==> config.mk <==
export PLATFORM = sky130hd
export DESIGN_NAME = sd_wb_port_flat
export DESIGN_NICKNAME = d
export VERILOG_FILES = /design/src/rtl/sd_wb_port_if.sv /design/src/rtl/sd_wb_port.sv /design/src/flat_wrapper.sv
export SDC_FILE = /design/constraint.sdc
export NUM_CORES = 1
export LEC_CHECK = 0
export ABC_CLOCK_PERIOD_IN_PS = 2200
export CORE_MARGIN = 4
export CORE_UTILIZATION = 30
export CTS_CLUSTER_SIZE = 25
export DETAILED_ROUTE_END_ITERATION = 12
export PLACE_DENSITY = 0.57
export SLEW_MARGIN = 20
export SYNTH_ARGS = -nofsm -noshare
export SYNTH_HDL_FRONTEND = slang
export SYNTH_SLANG_ARGS = --single-unit
==> constraint.sdc <==
create_clock -name clk -period 2.2 [get_ports clk]
set_input_delay 0.22 -clock clk [delete_from_list [all_inputs] [get_ports clk]]
set_output_delay 0.22 -clock clk [all_outputs]
set_load 0.02 [all_outputs]
==> src/rtl/sd_wb_port_if.sv <==
// Bus bundle between the CPU MMIO decode, the write-back port and the SD cache controller.
// The port itself uses the slave modport; the CPU/controller side uses the master modport.
interface sd_wb_port_if;
  logic [31:0] wdata;
  logic        sd_wb_addr_we;
  logic        sd_wb_control_we;
  logic        sd_wb_wdata_we;
  logic        sd_wb_req;
  logic [31:0] sd_wb_addr;
  logic [31:0] sd_wb_data;
  logic        sd_wb_ack;
  logic        sd_wb_done;
  logic [31:0] status;

  modport slave (
    input  wdata, sd_wb_addr_we, sd_wb_control_we, sd_wb_wdata_we, sd_wb_ack, sd_wb_done,
    output sd_wb_req, sd_wb_addr, sd_wb_data, status
  );

  modport master (
    output wdata, sd_wb_addr_we, sd_wb_control_we, sd_wb_wdata_we, sd_wb_ack, sd_wb_done,
    input  sd_wb_req, sd_wb_addr, sd_wb_data, status
  );
endinterface

==> src/rtl/sd_wb_port.sv <==
// MMIO-programmed write-back port: CPU loads address/data, starts a transfer, controller acks words.
// Define SD_WB_BURST_EN to replace the single data register with an 8-entry FIFO and burst lengths 1..8.
module sd_wb_port (
  input  logic          clk,
  input  logic          rst_n,
  sd_wb_port_if.slave   bus
);

  typedef enum logic [1:0] {IDLE, REQ, WAIT} state_e;

  state_e      state_q, state_d;
  logic [31:0] addr_q, addr_d;
  logic        done_q, done_d;
  logic        err_q, err_d;
  logic [3:0]  remain_q, remain_d;

  logic        isIdle;
  logic        push;
  logic        pop;
  logic        storeFull;
  logic        startReady;
  logic [3:0]  wordCount;
  logic [3:0]  burstLen;
  logic [31:0] headData;

`ifdef SD_WB_BURST_EN
  logic [31:0] fifo_q [8];
  logic [2:0]  wrPtr_q, rdPtr_q;
  logic [3:0]  count_q;

  assign burstLen   = {1'b0, bus.wdata[6:4]} + 4'd1;
  assign wordCount  = count_q;
  assign storeFull  = (count_q == 4'd8);
  assign startReady = (count_q >= burstLen);
  assign headData   = (count_q == 4'd0) ? 32'd0 : fifo_q[rdPtr_q];

  always_ff @(posedge clk or negedge rst_n) begin
    if (!rst_n) begin
      wrPtr_q <= 3'd0;
      rdPtr_q <= 3'd0;
      count_q <= 4'd0;
    end else begin
      if (push) wrPtr_q <= wrPtr_q + 3'd1;
      if (pop)  rdPtr_q <= rdPtr_q + 3'd1;
      count_q <= count_q + {3'd0, push} - {3'd0, pop};
    end
  end

  always_ff @(posedge clk) begin
    if (push) fifo_q[wrPtr_q] <= bus.wdata;
  end
`else
  logic [31:0] dataReg_q;
  logic        dataValid_q;

  assign burstLen   = 4'd1;
  assign wordCount  = {3'd0, dataValid_q};
  assign storeFull  = 1'b0;
  assign startReady = 1'b1;
  assign headData   = dataReg_q;

  // The data register keeps its value after a transfer; only the "word pending" flag is consumed by the ack.
  always_ff @(posedge clk or negedge rst_n) begin
    if (!rst_n) begin
      dataReg_q   <= 32'd0;
      dataValid_q <= 1'b0;
    end else begin
      if (push) begin
        dataReg_q   <= bus.wdata;
        dataValid_q <= 1'b1;
      end else if (pop) begin
        dataValid_q <= 1'b0;
      end
    end
  end
`endif

  assign isIdle = (state_q == IDLE);

  // Clear is handled before every other error source so clear+start in one write behaves as clear-then-start.
  always_comb begin
    state_d  = state_q;
    addr_d   = addr_q;
    done_d   = done_q;
    err_d    = err_q;
    remain_d = remain_q;
    push     = 1'b0;
    pop      = 1'b0;

    if (bus.sd_wb_control_we && bus.wdata[1]) begin
      done_d = 1'b0;
      err_d  = 1'b0;
    end

    if (bus.sd_wb_addr_we) begin
      if (isIdle) addr_d = bus.wdata;
      else        err_d  = 1'b1;
    end

    if (bus.sd_wb_wdata_we) begin
      if (!isIdle || storeFull) err_d = 1'b1;
      else                      push  = 1'b1;
    end

    if (bus.sd_wb_control_we && bus.wdata[0]) begin
      if (!isIdle || !startReady) begin
        err_d = 1'b1;
      end else begin
        done_d   = 1'b0;
        remain_d = burstLen;
        state_d  = REQ;
      end
    end

    unique case (state_q)
      REQ: begin
        if (bus.sd_wb_ack) begin
          pop      = 1'b1;
          addr_d   = addr_q + 32'd4;
          remain_d = remain_q - 4'd1;
          if (remain_q == 4'd1) begin
            if (bus.sd_wb_done) begin
              state_d = IDLE;
              done_d  = 1'b1;
            end else begin
              state_d = WAIT;
            end
          end
        end
      end
      WAIT: begin
        if (bus.sd_wb_done) begin
          state_d = IDLE;
          done_d  = 1'b1;
        end
      end
      default: ;
    endcase
  end

  always_ff @(posedge clk or negedge rst_n) begin
    if (!rst_n) begin
      state_q  <= IDLE;
      addr_q   <= 32'd0;
      done_q   <= 1'b0;
      err_q    <= 1'b0;
      remain_q <= 4'd0;
    end else begin
      state_q  <= state_d;
      addr_q   <= addr_d;
      done_q   <= done_d;
      err_q    <= err_d;
      remain_q <= remain_d;
    end
  end

  assign bus.sd_wb_req  = (state_q == REQ);
  assign bus.sd_wb_addr = addr_q;
  assign bus.sd_wb_data = headData;
  assign bus.status     = {24'd0, wordCount, 1'b0, err_q, done_q, !isIdle};

endmodule

==> src/flat_wrapper.sv <==
// flat-port wrapper written by rule: the top's interface ports become plain ports
module sd_wb_port_flat 
  (clk, rst_n, bus_wdata, bus_sd_wb_addr_we, bus_sd_wb_control_we, bus_sd_wb_wdata_we, bus_sd_wb_ack, bus_sd_wb_done, bus_sd_wb_req, bus_sd_wb_addr, bus_sd_wb_data, bus_status);
  sd_wb_port_if bus_i ();
  input  logic clk;
  input  logic rst_n;
  input wire logic [$bits(bus_i.wdata)-1:0] bus_wdata;
  input wire logic [$bits(bus_i.sd_wb_addr_we)-1:0] bus_sd_wb_addr_we;
  input wire logic [$bits(bus_i.sd_wb_control_we)-1:0] bus_sd_wb_control_we;
  input wire logic [$bits(bus_i.sd_wb_wdata_we)-1:0] bus_sd_wb_wdata_we;
  input wire logic [$bits(bus_i.sd_wb_ack)-1:0] bus_sd_wb_ack;
  input wire logic [$bits(bus_i.sd_wb_done)-1:0] bus_sd_wb_done;
  output wire logic [$bits(bus_i.sd_wb_req)-1:0] bus_sd_wb_req;
  output wire logic [$bits(bus_i.sd_wb_addr)-1:0] bus_sd_wb_addr;
  output wire logic [$bits(bus_i.sd_wb_data)-1:0] bus_sd_wb_data;
  output wire logic [$bits(bus_i.status)-1:0] bus_status;
  assign bus_i.wdata = bus_wdata;
  assign bus_i.sd_wb_addr_we = bus_sd_wb_addr_we;
  assign bus_i.sd_wb_control_we = bus_sd_wb_control_we;
  assign bus_i.sd_wb_wdata_we = bus_sd_wb_wdata_we;
  assign bus_i.sd_wb_ack = bus_sd_wb_ack;
  assign bus_i.sd_wb_done = bus_sd_wb_done;
  assign bus_sd_wb_req = bus_i.sd_wb_req;
  assign bus_sd_wb_addr = bus_i.sd_wb_addr;
  assign bus_sd_wb_data = bus_i.sd_wb_data;
  assign bus_status = bus_i.status;
  sd_wb_port u_core (.clk(clk), .rst_n(rst_n), .bus(bus_i));
endmodule
==> flow_summary.yaml, run 1 <==
status:
  status: "complete, no violations"
placed_design:
  pre_cts_slack_ns: 0.0963
  io_buffers: 107
  place_hpwl_mm: 8.66
  dpl_cell_area_sq_um: 5090
  place_inst: 667
  place_congestion: 0.856
finish:
  final_cell_mix: "clkdlybuf4s50_1, dfrtp_1, nand2_1"
  nets: 552
  final_common_cell: "clkdlybuf4s50_1"
  drive_above_1_share: 0.151
  num_antenna_cells: 0
  syn_to_final_growth_pct: 38.9
  finalNonFillerCells: 683
  design_area_sq_um: 5360
worst_setup_path:
  setup.worst_path.class: "flip-flop to flip-flop"
  regToRegStartpoint: "u_core.bus.sd_wb_addr[2]"
  required_ns: 2.43
  r2r_cells: 6
  setup.worst_path.end: "u_core.bus.sd_wb_addr[24]"
  cp_data_arrival_time_ns: 2.22
  startpoint: "u_core.bus.sd_wb_addr[2]"
  cp-end-kind: "flip-flop"
  cp-start-kind: "flip-flop"
  regToRegEndpoint: "u_core.bus.sd_wb_addr[24]"
  rrSetupSlack_ns: 0.20
  worstPathMaxFanout: 7
power_and_ir_drop:
  p_leak_nw: 2.18
  ir_drop_mv: 0.638
  share_seq_of_total_power: 0.315
  clock_power_share: 0.160
  p_per_area_nw_per_um2: 1530
  p_switching_mw: 3.40
  p_int_mw: 4.81
  p_comb_frac: 0.525
  swShare: 0.414
synthesis:
  yosysUniqueCellTypes: 47
  synth_ff_type: "dfrtp_1"
  synthesis.instances: 389
  synth-edff-count: 0
  async_flop_share: 1.00
  syn_area_sq_um: 3860
  synth_seq_cells: 73
  yosysSeqAreaShare: 0.473
  yosysWarningCount: 0
  avgSynthCellArea_sq_um: 9.93
clock_network:
  cts_buffer_depth: 2
  clk_latency_ns: 0.34
  cts_sinks: 73
  cts_setup_buffers: 0
  cts_root_buf: "clkbuf_16"
  cts_max_level: 3
  cts_tree: "done"
  cts_buffers: 9
  clk_pin_slew_ns: 0.06
sta:
  period_needed_ns: 2.00
  slew_headroom: 0.597
  clock.fmax_mhz: 501
  setup_viol: 0
  timing.final.crit_share: 0.908
  skew_ns: 0.00505
  fin_setup_tns_ns: 0
  timing.final.ws_setup_ns: 0.203
  slew_violations: 0
  tightest_slew_ns: 0.600
  grt_setup_unrepaired: "no"
  finalHoldViolCount: 0
hold_path:
  hp-class: "input port to async pin"
die:
  start_util: 0.306
  core-area_sq_um: 12600
  die-area_sq_um: 14800
  die_x_microns: 121
  core.rowCount: 41
  die_h_microns: 121
  boundaryPins: 136
global_route:
  grt_pass1_wl_mm: 18.5
  grt_max_degree: 46
  grt_util_all_layers: 0.162
  antenna_found_initial: 0
  overflow: 0
  grt_pass1_vias: 3489
job:
  maxCapViolations: 0
drt:
  wl_per_cell_microns: 17.0
  wirelength_mm: 11.6
  vias: 3370
  dr.pass1.iters: 4
  drt_iter0_drc: 165
  antenna_left: 0
  via_per_inst: 4.93
  drc_errors: 0
-- state kept, by name (all words and copies together) (netlist names) --
name                   flops
u_core.bus.sd_wb_addr     32
u_core.bus.sd_wb_data     32
u_core.dataValid_q         1
u_core.done_q              1
u_core.err_q               1
u_core.remain_q            4
u_core.state_q             2
-- metrics by stage --
stage	utilization	hold WS [ns]	power [mW]
after global placement	0.403	0.186	6.88
final	0.425	0.362	8.21
after global routing	0.425	0.408	8.77
after floorplan	-	-0.0756	4.98
after CTS	0.424	0.377	8.29
after detailed placement	0.403	0.182	6.91
-- power groups by stage --
| stage | combinational, mW | clock [mW] | sequential [mW] |
|---|---|---|---|
| 6_report | 4.31 | 1.32 | 2.58 |
| 5_1_grt | 4.65 | 1.43 | 2.70 |
| 3_3_place_gp | 4.30 | 0 | 2.58 |
| 2_1_floorplan | 1.77 | 0 | 3.22 |
| 3_5_place_dp | 4.31 | 0 | 2.60 |
| 4_1_cts | 4.35 | 1.37 | 2.58 |
-- worst min-delay path by stage --
stage | startpoint | endpoint | slack, ns
floorplan | rst_n | u_core.bus.sd_wb_addr[0] | -0.08
global placement | rst_n | u_core.bus.sd_wb_data[23] | 0.19
detailed placement | rst_n | u_core.bus.sd_wb_addr[24] | 0.18
CTS | rst_n | u_core.bus.sd_wb_addr[24] | 0.38
global route | rst_n | u_core.bus.sd_wb_data[24] | 0.41
finish | rst_n | u_core.bus.sd_wb_data[24] | 0.36
-- metal layers --
layer,track usage,part of all wire,vias up
li1,-,-,1599
met5,0,0,-
met1,0.198,0.43,1665
met2,0.266,0.49,95
met4,0.0588,0.014,0
met3,0.0527,0.062,11
-- synth_stat cells, types with 3 or more instances --
master	count	share of area
clkbuf_1	9	0.0087
buf_4	32	0.062
o221a_2	4	0.012
ha_1	6	0.019
and3_1	4	0.0065
nand4_1	10	0.016
o21ai_0	15	0.019
nand3_1	23	0.030
a21oi_1	19	0.025
inv_1	9	0.0087
a31oi_1	4	0.0065
nor4_1	6	0.0097
dfrtp_1	73	0.47
nand2_1	36	0.035
buf_1	3	0.0029
mux2_2	32	0.093
o22ai_1	8	0.013
a211oi_1	13	0.025
and4_1	3	0.0068
nor3_1	15	0.019
o21a_1	5	0.0097
nor2_1	28	0.027
-- layout make-up --
type / count / area [sq um]
Fill cell: 1241 / 7260
Sequential cell: 73 / 1830
Multi-Input combinational cell: 287 / 1800
Timing Repair Buffer: 127 / 1230
Clock buffer: 15 / 258
Tap cell: 172 / 215
Inverter: 9 / 33.8
-- worst max-delay path, stage by stage (launching register included) --
cell and delay [ns]:
dfrtp_1 0.45, ha_1 0.23, nand3_1 0.23, nand2b_1 0.36
nor4_2 0.37, and3_1 0.19, nor3_1 0.05
-- logic make-up (layout without fill, tap and decap cells) --
family / after synthesis / after routing / share of synthesized area
AND/OR/NAND/NOR: 139 / 139 / 0.182
AO/OA/AOI/OAI: 81 / 81 / 0.138
flip-flops: 73 / 73 / 0.473
buffers and inverters: 56 / 151 / 0.0904
multiplexers: 33 / 33 / 0.0959
adder cells (fa/ha/maj): 6 / 6 / 0.0194
other: 1 / 28 / 0.000971
-- what timing repair did --
item	CTS	global route
hold buffers	1	0
resized for setup	0	2
setup endpoints to repair	0	5
hold endpoints to repair	28	0
(Power assumes the default switching activity.)
==> inputs of run 2 (changes only) <==
CORE_UTILIZATION = 35   (was 30)
PLACE_DENSITY = 0.65   (was 0.57)
==> run 2 against run 1 <==
Effect of this change:
- wire length shrank 3.8%
- highest routed layer unchanged
- critical path depth is the same
- via count grew 0.74%
- design area shrank 3.1%
- register-to-register slack lost 0.05 ns
- setup slack lost 0.050 ns
- first-iteration DRC count grew 2.4%
- combinational power shrank 2%
- non-clock buffer count shrank 3
==> flow_summary.yaml, run 2 (same netlist as run 1, synthesis figures left out) <==
status:
  status: "complete, no violations"
global_route:
  grt_util_all_layers: 0.175
  grt_pass1_vias: 3499
  overflow: 0
  antenna_found_initial: 0
  grt_pass1_wl_mm: 17.9
  grt_max_degree: 44
drt:
  via_per_inst: 5.24
  drc_errors: 0
  antenna_left: 0
  dr.pass1.iters: 4
  vias: 3395
  wirelength_mm: 11.1
  drt_iter0_drc: 169
  wl_per_cell_microns: 17.2
finish:
  num_antenna_cells: 0
  num-fill-cells: 1033
  drive_above_1_share: 0.148
  final_common_cell: "clkdlybuf4s50_1"
  final_util: 0.479
  final_cell_mix: "clkdlybuf4s50_1, dfrtp_1, nand2_1"
  syn_to_final_growth_pct: 34.6
  nets: 549
  finalNonFillerCells: 648
worst_setup_path:
  cp_cell_sequence: "ha_1 > nand2_1 > buf_4 > nand2_1 > o21a_1 > o221a_2"
  cp-end-kind: "flip-flop"
  cp_data_arrival_time_ns: 2.28
  crit_slowest_cell: "dfrtp_1"
  required_ns: 2.43
  cp-start-kind: "flip-flop"
  crit_path_frequent_cell: "nand2_1"
  max_stage_delay_ns: 0.41
  setup.worst_path.class: "flip-flop to flip-flop"
  worstPathMaxFanout: 29
placed_design:
  io_buffers: 107
  pre_cts_slack_ns: 0.177
  place_congestion: 0.867
  place_hpwl_mm: 8.29
  place_inst: 632
sta:
  tightest_slew_ns: 0.534
  timing.final.crit_share: 0.930
  clock.fmax_mhz: 489
  setup_viol: 0
  finalHoldViolCount: 0
  grt_setup_unrepaired: "no"
  fin_setup_tns_ns: 0
  skew_ns: 0.0118
  period_needed_ns: 2.05
  slew_headroom: 0.641
  slew_violations: 0
  timing.final.ws_setup_ns: 0.153
power_and_ir_drop:
  ir_drop_mv: 0.674
  p_leak_nw: 2.12
  swShare: 0.431
  p_per_area_nw_per_um2: 1500
  p_switching_mw: 3.35
  p_comb_frac: 0.544
  share_seq_of_total_power: 0.337
  p_int_mw: 4.42
  clock_power_share: 0.119
  p_total_mw: 7.78
clock_network:
  cts_buffers: 9
  cts_sinks: 73
  clk_latency_ns: 0.35
  cts_buffer_depth: 2
  cts_tree: "done"
  cts_max_level: 3
  cts_root_buf: "clkbuf_8"
  cts_setup_buffers: 0
  clk_pin_slew_ns: 0.08
die:
  die_h_microns: 113
  die-area_sq_um: 12800
  die_x_microns: 113
  start_util: 0.356
  core-area_sq_um: 10800
  boundaryPins: 136
  core.rowCount: 38
job:
  maxCapViolations: 0
hold_path:
  hp-class: "input port to async pin"
run 2: changes by cell type in the layout (fill, tap and decap cells not counted), moves of 2 or more:
cell / delta
buf_4: -3
clkbuf_8: +9
clkinv_2: +2
clkbuf_16: -9
clkbuf_1: -3
run 2: routing by layer:
metal,GRT usage,vias to the layer above,part of all wire
met5,0,-,0
met4,0.0561,0,0.016
met3,0.0481,13,0.067
met2,0.291,120,0.49
met1,0.221,1673,0.43
li1,-,1589,-
run 2: path summary, 6_finish.rpt:
path | start | cells after the start | end | slack (ns)
min reg2reg | u_core.bus.sd_wb_addr[0] | 2 | u_core.bus.sd_wb_addr[0] | 0.48
max in group asynchronous | rst_n | 3 | u_core.bus.sd_wb_data[0] | 1.26
max reg2reg | u_core.state_q[0] | 6 | u_core.bus.sd_wb_addr[23] | 0.15
min in group clk | u_core.bus.sd_wb_addr[0] | 2 | u_core.bus.sd_wb_addr[0] | 0.48
min | rst_n | 2 | u_core.bus.sd_wb_data[16] | 0.36
max | u_core.state_q[0] | 6 | u_core.bus.sd_wb_addr[23] | 0.15
run 2: metrics by stage:
| stage | hold WS, ns | cell area [sq um] |
|---|---|---|
| floorplan | -0.0756 | 3960 |
| global placement | 0.191 | 5020 |
| detailed placement | 0.192 | 5020 |
| CTS | 0.378 | 5200 |
| global route | 0.420 | 5200 |
| finish | 0.361 | 5200 |
run 2: area by class of cell:
| class | count | area (sq um) | share of cell area |
|---|---|---|---|
| Sequential cell | 73 | 1830 | 0.352 |
| Timing Repair Buffer | 124 | 1210 | 0.233 |
| Inverter | 9 | 33.8 | 0.00650 |
| Clock buffer | 12 | 145 | 0.0279 |
| Multi-Input combinational cell | 287 | 1790 | 0.344 |
| Tap cell | 140 | 175 | 0.0337 |
| Clock inverter | 3 | 17.5 | 0.00337 |
run 2: critical path: cells and delay by family, from the launching register on:
family	cells	cell delay (ns)
buffers and inverters	1	0.30
adder cells (fa/ha/maj)	1	0.28
AND/OR/NAND/NOR	2	0.48
flip-flops	1	0.41
AO/OA/AOI/OAI	2	0.46
run 2: repair_timing:
| item | 4_1_cts | 5_1_grt |
|---|---|---|
| hold buffers | 1 | 0 |
| hold endpoints to repair | 30 | 0 |
| gates resized for setup | 0 | 0 |
run 2: power by group through the flow:
| stage | combinational, mW | clock, mW | sequential (mW) |
|---|---|---|---|
| after CTS | 4.27 | 0.959 | 2.61 |
| after global placement | 4.20 | 0 | 2.60 |
| after global routing | 4.56 | 1.01 | 2.73 |
| after floorplan | 1.77 | 0 | 3.22 |
| final | 4.23 | 0.925 | 2.62 |
| after detailed placement | 4.25 | 0 | 2.63 |
==> inputs of run 3 (changes only) <==
CORE_MARGIN = 5   (was 4)
==> run 3 against run 2 <==
Effect of this change:
- via count down 0.24%
- clock skew down 0.00063 ns
- register-to-register slack about the same
- critical path type unchanged
- worst hold slack worse by 0.026 ns
- cell count up 1.4%
- critical endpoint is now u_core.bus.sd_wb_addr[24]
- design area up 1.5%
- die area up 3.6%
- sequential share of layout area down 0.53 points
- largest cell class unchanged
- fmax up 0.11%
==> flow_summary.yaml, run 3 (same netlist as run 1, synthesis figures left out) <==
placed_design:
  io_buffers: 107
  place_hpwl_mm: 8.69
  dpl_cell_area_sq_um: 5080
  place_congestion: 0.851
die:
  start_util: 0.356
  core-area_sq_um: 10800
  die_h_microns: 115
  boundaryPins: 136
  die_x_microns: 115
  core.rowCount: 38
  die-area_sq_um: 13200
global_route:
  antenna_found_initial: 0
  grt_max_degree: 45
  grt_util_all_layers: 0.175
  grt_pass1_wl_mm: 18.0
  overflow: 0
  grt_pass1_vias: 3495
worst_setup_path:
  cp_data_arrival_time_ns: 2.29
  cp-start-kind: "flip-flop"
  startpoint: "u_core.bus.sd_wb_addr[3]"
  crit_slowest_cell: "nor4_1"
  path_buf_inv: 0
  required_ns: 2.45
  setup.worst_path.class: "flip-flop to flip-flop"
  regToRegStartpoint: "u_core.bus.sd_wb_addr[3]"
  cp_cell_sequence: "ha_1 > nand3_1 > nand2b_1 > nor4_1 > and3_1 > nor3_1"
  worstPathMaxFanout: 6
  cp-end-kind: "flip-flop"
  cp_top_family: "simple AND/OR/NAND/NOR gates"
  max_stage_delay_ns: 0.46
power_and_ir_drop:
  p_leak_nw: 2.17
  p_per_area_nw_per_um2: 1510
  swShare: 0.430
  ir_drop_mv: 0.602
  p_switching_mw: 3.41
  p_comb_frac: 0.554
  share_seq_of_total_power: 0.321
  clock_power_share: 0.125
  p_int_mw: 4.53
clock_network:
  cts_root_buf: "clkbuf_8"
  cts_buffers: 9
  cts_hold_buf: 1
  clk_pin_slew_ns: 0.08
  cts_buffer_depth: 2
  cts_sinks: 73
  cts_max_level: 3
  clk_latency_ns: 0.36
  cts_tree: "done"
  cts_setup_buffers: 0
  cts_resized: 0
sta:
  slew_violations: 0
  finalHoldViolCount: 0
  clock.fmax_mhz: 489
  fin_setup_tns_ns: 0
  setup_viol: 0
  slew_headroom: 0.649
  skew_ns: 0.0111
  period_needed_ns: 2.04
  tightest_slew_ns: 0.519
  timing.final.crit_share: 0.929
  grt_setup_unrepaired: "no"
finish:
  final_cell_mix: "clkdlybuf4s50_1, dfrtp_1, nand2_1"
  design_area_sq_um: 5280
  syn_to_final_growth_pct: 36.6
  final_util: 0.487
  num-fill-cells: 1045
  drive_above_1_share: 0.166
  num_antenna_cells: 0
  nets: 557
  final_common_cell: "clkdlybuf4s50_1"
drt:
  drt_iter0_drc: 152
  dr.pass1.iters: 4
  wl_per_cell_microns: 17.3
  drc_errors: 0
  via_per_inst: 5.16
  vias: 3387
  antenna_left: 0
  wirelength_mm: 11.4
status:
  status: "complete, no violations"
hold_path:
  hp-class: "input port to async pin"
job:
  maxCapViolations: 0
-- run 3: path summary, 6_finish.rpt --
kind                            cells after the start                        end  slack, ns
worst max register to register                      6  u_core.bus.sd_wb_addr[24]       0.16
worst max-delay path                                6  u_core.bus.sd_wb_addr[24]       0.16
min in group clk                                    3   u_core.bus.sd_wb_addr[1]       0.48
max in group asynchronous                           3   u_core.bus.sd_wb_addr[5]       1.29
worst min-delay path                                2  u_core.bus.sd_wb_data[31]       0.34
worst min register to register                      2   u_core.bus.sd_wb_addr[1]       0.49
-- run 3: power by group through the flow --
stage                     clock [mW]  sequential (mW)  combinational, mW
after CTS                       1.02             2.54               4.45
after detailed placement           0             2.57               4.42
after floorplan                    0             3.22               1.77
after global routing            1.07             2.64               4.76
final                          0.989             2.55               4.40
after global placement             0             2.54               4.37
-- run 3: per-layer routing --
metal,global-route usage,wire (microns),share of wire
met5,0,0,0
met4,0.0743,222,0.019
met3,0.0368,674,0.059
met2,0.284,5440,0.48
met1,0.228,5050,0.44
-- run 3: area by class of cell --
class	instances	area (sq um)	share of cell area
Multi-Input combinational cell	287	1790	0.339
Clock inverter	5	30.0	0.00569
Sequential cell	73	1830	0.346
Clock buffer	11	151	0.0287
Tap cell	140	175	0.0332
Inverter	9	33.8	0.00640
Timing Repair Buffer	132	1270	0.241
-- run 3: stage by stage --
step	power [mW]	hold slack, ns	std cells	setup slack [ns]
global placement	6.91	0.180	640	0.258
floorplan	4.98	-0.0756	416	0.302
global route	8.48	0.366	657	0.0289
CTS	8.02	0.334	657	0.192
detailed placement	6.99	0.183	640	0.222
finish	7.94	0.335	657	0.155
==> RTL edit, RTL diff (settings of run 2) <==
Take the reset off `addr_q` and load it in a clocked block of its own.
--- a/src/rtl/sd_wb_port.sv
+++ b/src/rtl/sd_wb_port.sv
@@ -142,5 +142,4 @@
     if (!rst_n) begin
       state_q  <= IDLE;
-      addr_q   <= 32'd0;
       done_q   <= 1'b0;
       err_q    <= 1'b0;
@@ -148,9 +147,12 @@
     end else begin
       state_q  <= state_d;
-      addr_q   <= addr_d;
       done_q   <= done_d;
       err_q    <= err_d;
       remain_q <= remain_d;
     end
+  end
+
+  always_ff @(posedge clk) begin
+    addr_q <= addr_d;
   end
 
Formal check against the unedited RTL: not equivalent (Yosys sat finds a counterexample within 4 cycles, from zero or initial values and one cycle with rst_n low).
==> RTL edit against run 2 <==
  * Register-to-register slack better by 0.07 ns
  * Routed wire length decreased by 9.6%
  * Total power up 0.14%
  * Sequential cell count stayed put
  * Non-clock buffer count unchanged
  * Worst setup slack got worse by 0.059 ns
  * Cell area shrank 3.1%
  * Final cell count is 1.9% lower
  * Synthesized area fell by 4.4%
  * Clock skew rose by 0.0014 ns
  * Highest routed layer unchanged
==> RTL edit: results (changes against run 2) <==
hpwlAfterDp_mm: 7.70  # -7.1%
synthTopCellsByCount: "dfrtp_1, mux2_2, nand2_1"
arrival_ns: 1.89  # -0.39 ns
ir_drop_uv: 726  # +7.7%
fin_skew_ns: 0.0132  # +0.00144 ns
timing.rr.end: "u_core.bus.sd_wb_addr[23]"
ys_seq_area_share_pct: 45.7  # -1.6 points
switching_share_pct: 42.5  # -0.63 points
place_congestion: 0.848  # -2.2%
sh_seq_area_pct: 33.5  # -1.7 points
grt_pass1_wl_mm: 16.5  # -8.0%
layout-drive-gt1-share_pct: 15.2  # +0.44 points
slowest_delay_ns: 0.59  # +0.18 ns
bufAreaShareNonClock_pct: 24.0  # +0.69 points
cp_max_fo: 5  # -83%
nNetsFinal: 540  # -1.6%
p_leak_nw: 2.01  # -5.1%
drt-vias-per-instance: 5.10  # -2.6%
clkCellAreaFrac_pct: 3.40  # +0.27 points
status: "completed"
crit_slowest_cell: "clkdlybuf4s50_1"
async_reset_ff_share_pct: 56.2  # -44 points
worst-r2r-setup-slack_ns: 0.22  # +0.07 ns
multi_input_area_um2: 1760  # -1.6%
grt_max_degree: 27  # -39%
inv_count: 11  # +2
hold_ws_ns: 0.310  # -0.0512 ns
first_iter_violations: 186  # +10%
nMultiInputCombCells: 276  # -3.8%
[RTL edit: layer usage]
| layer | wire length [um] | part of all wire [%] | track usage [%] |
|---|---|---|---|
| met1 | 4480 | 44 | 21.3 |
| met2 | 4740 | 47 | 26.5 |
| met3 | 694 | 6.9 | 4.53 |
| met4 | 160 | 1.6 | 5.09 |
| met5 | 0 | 0 | 0 |
[RTL edit: logic make-up (layout without fill, tap and decap cells)]
group           Yosys count  after routing  synth area share, %
compound gates           85             85                 15.4
fa+ha+maj                 6              6                 2.03
other cells               1             28                0.102
mux                      35             35                 10.6
simple gates            122            122                 16.7
flops                    73             73                 45.7
buf+inv                  59            151                 9.52
[RTL edit: how the worst max path moves through the flow]
stage	cells after the start	start	endpoint	slack [ns]
final	5	u_core.state_q[0]	bus_status[0]	0.09
after global routing	6	u_core.bus.sd_wb_addr[2]	u_core.bus.sd_wb_addr[28]	0.01
after CTS	5	u_core.state_q[0]	bus_status[0]	0.08
after detailed placement	6	bus_sd_wb_ack	u_core.bus.sd_wb_addr[12]	0.12
after global placement	6	bus_sd_wb_ack	u_core.bus.sd_wb_addr[20]	0.13
after floorplan	8	u_core.state_q[1]	u_core.bus.sd_wb_addr[25]	0.34
[RTL edit: per-stage QoR]
stage	std cells	util [%]	worst slack (ns)
detailed placement	619	47.2	0.116
global placement	619	47.2	0.127
CTS	636	49.0	0.0799
global route	636	49.0	0.0136
floorplan	408	-	0.339
finish	636	49.0	0.0936
[RTL edit: power by group through the flow]
stage	clock [mW]	sequential, mW	combinational, mW
finish	0.940	2.64	4.21
global route	1.02	2.74	4.56
CTS	0.976	2.63	4.25
detailed placement	0	2.65	4.23
global placement	0	2.63	4.19
floorplan	0	3.27	1.71
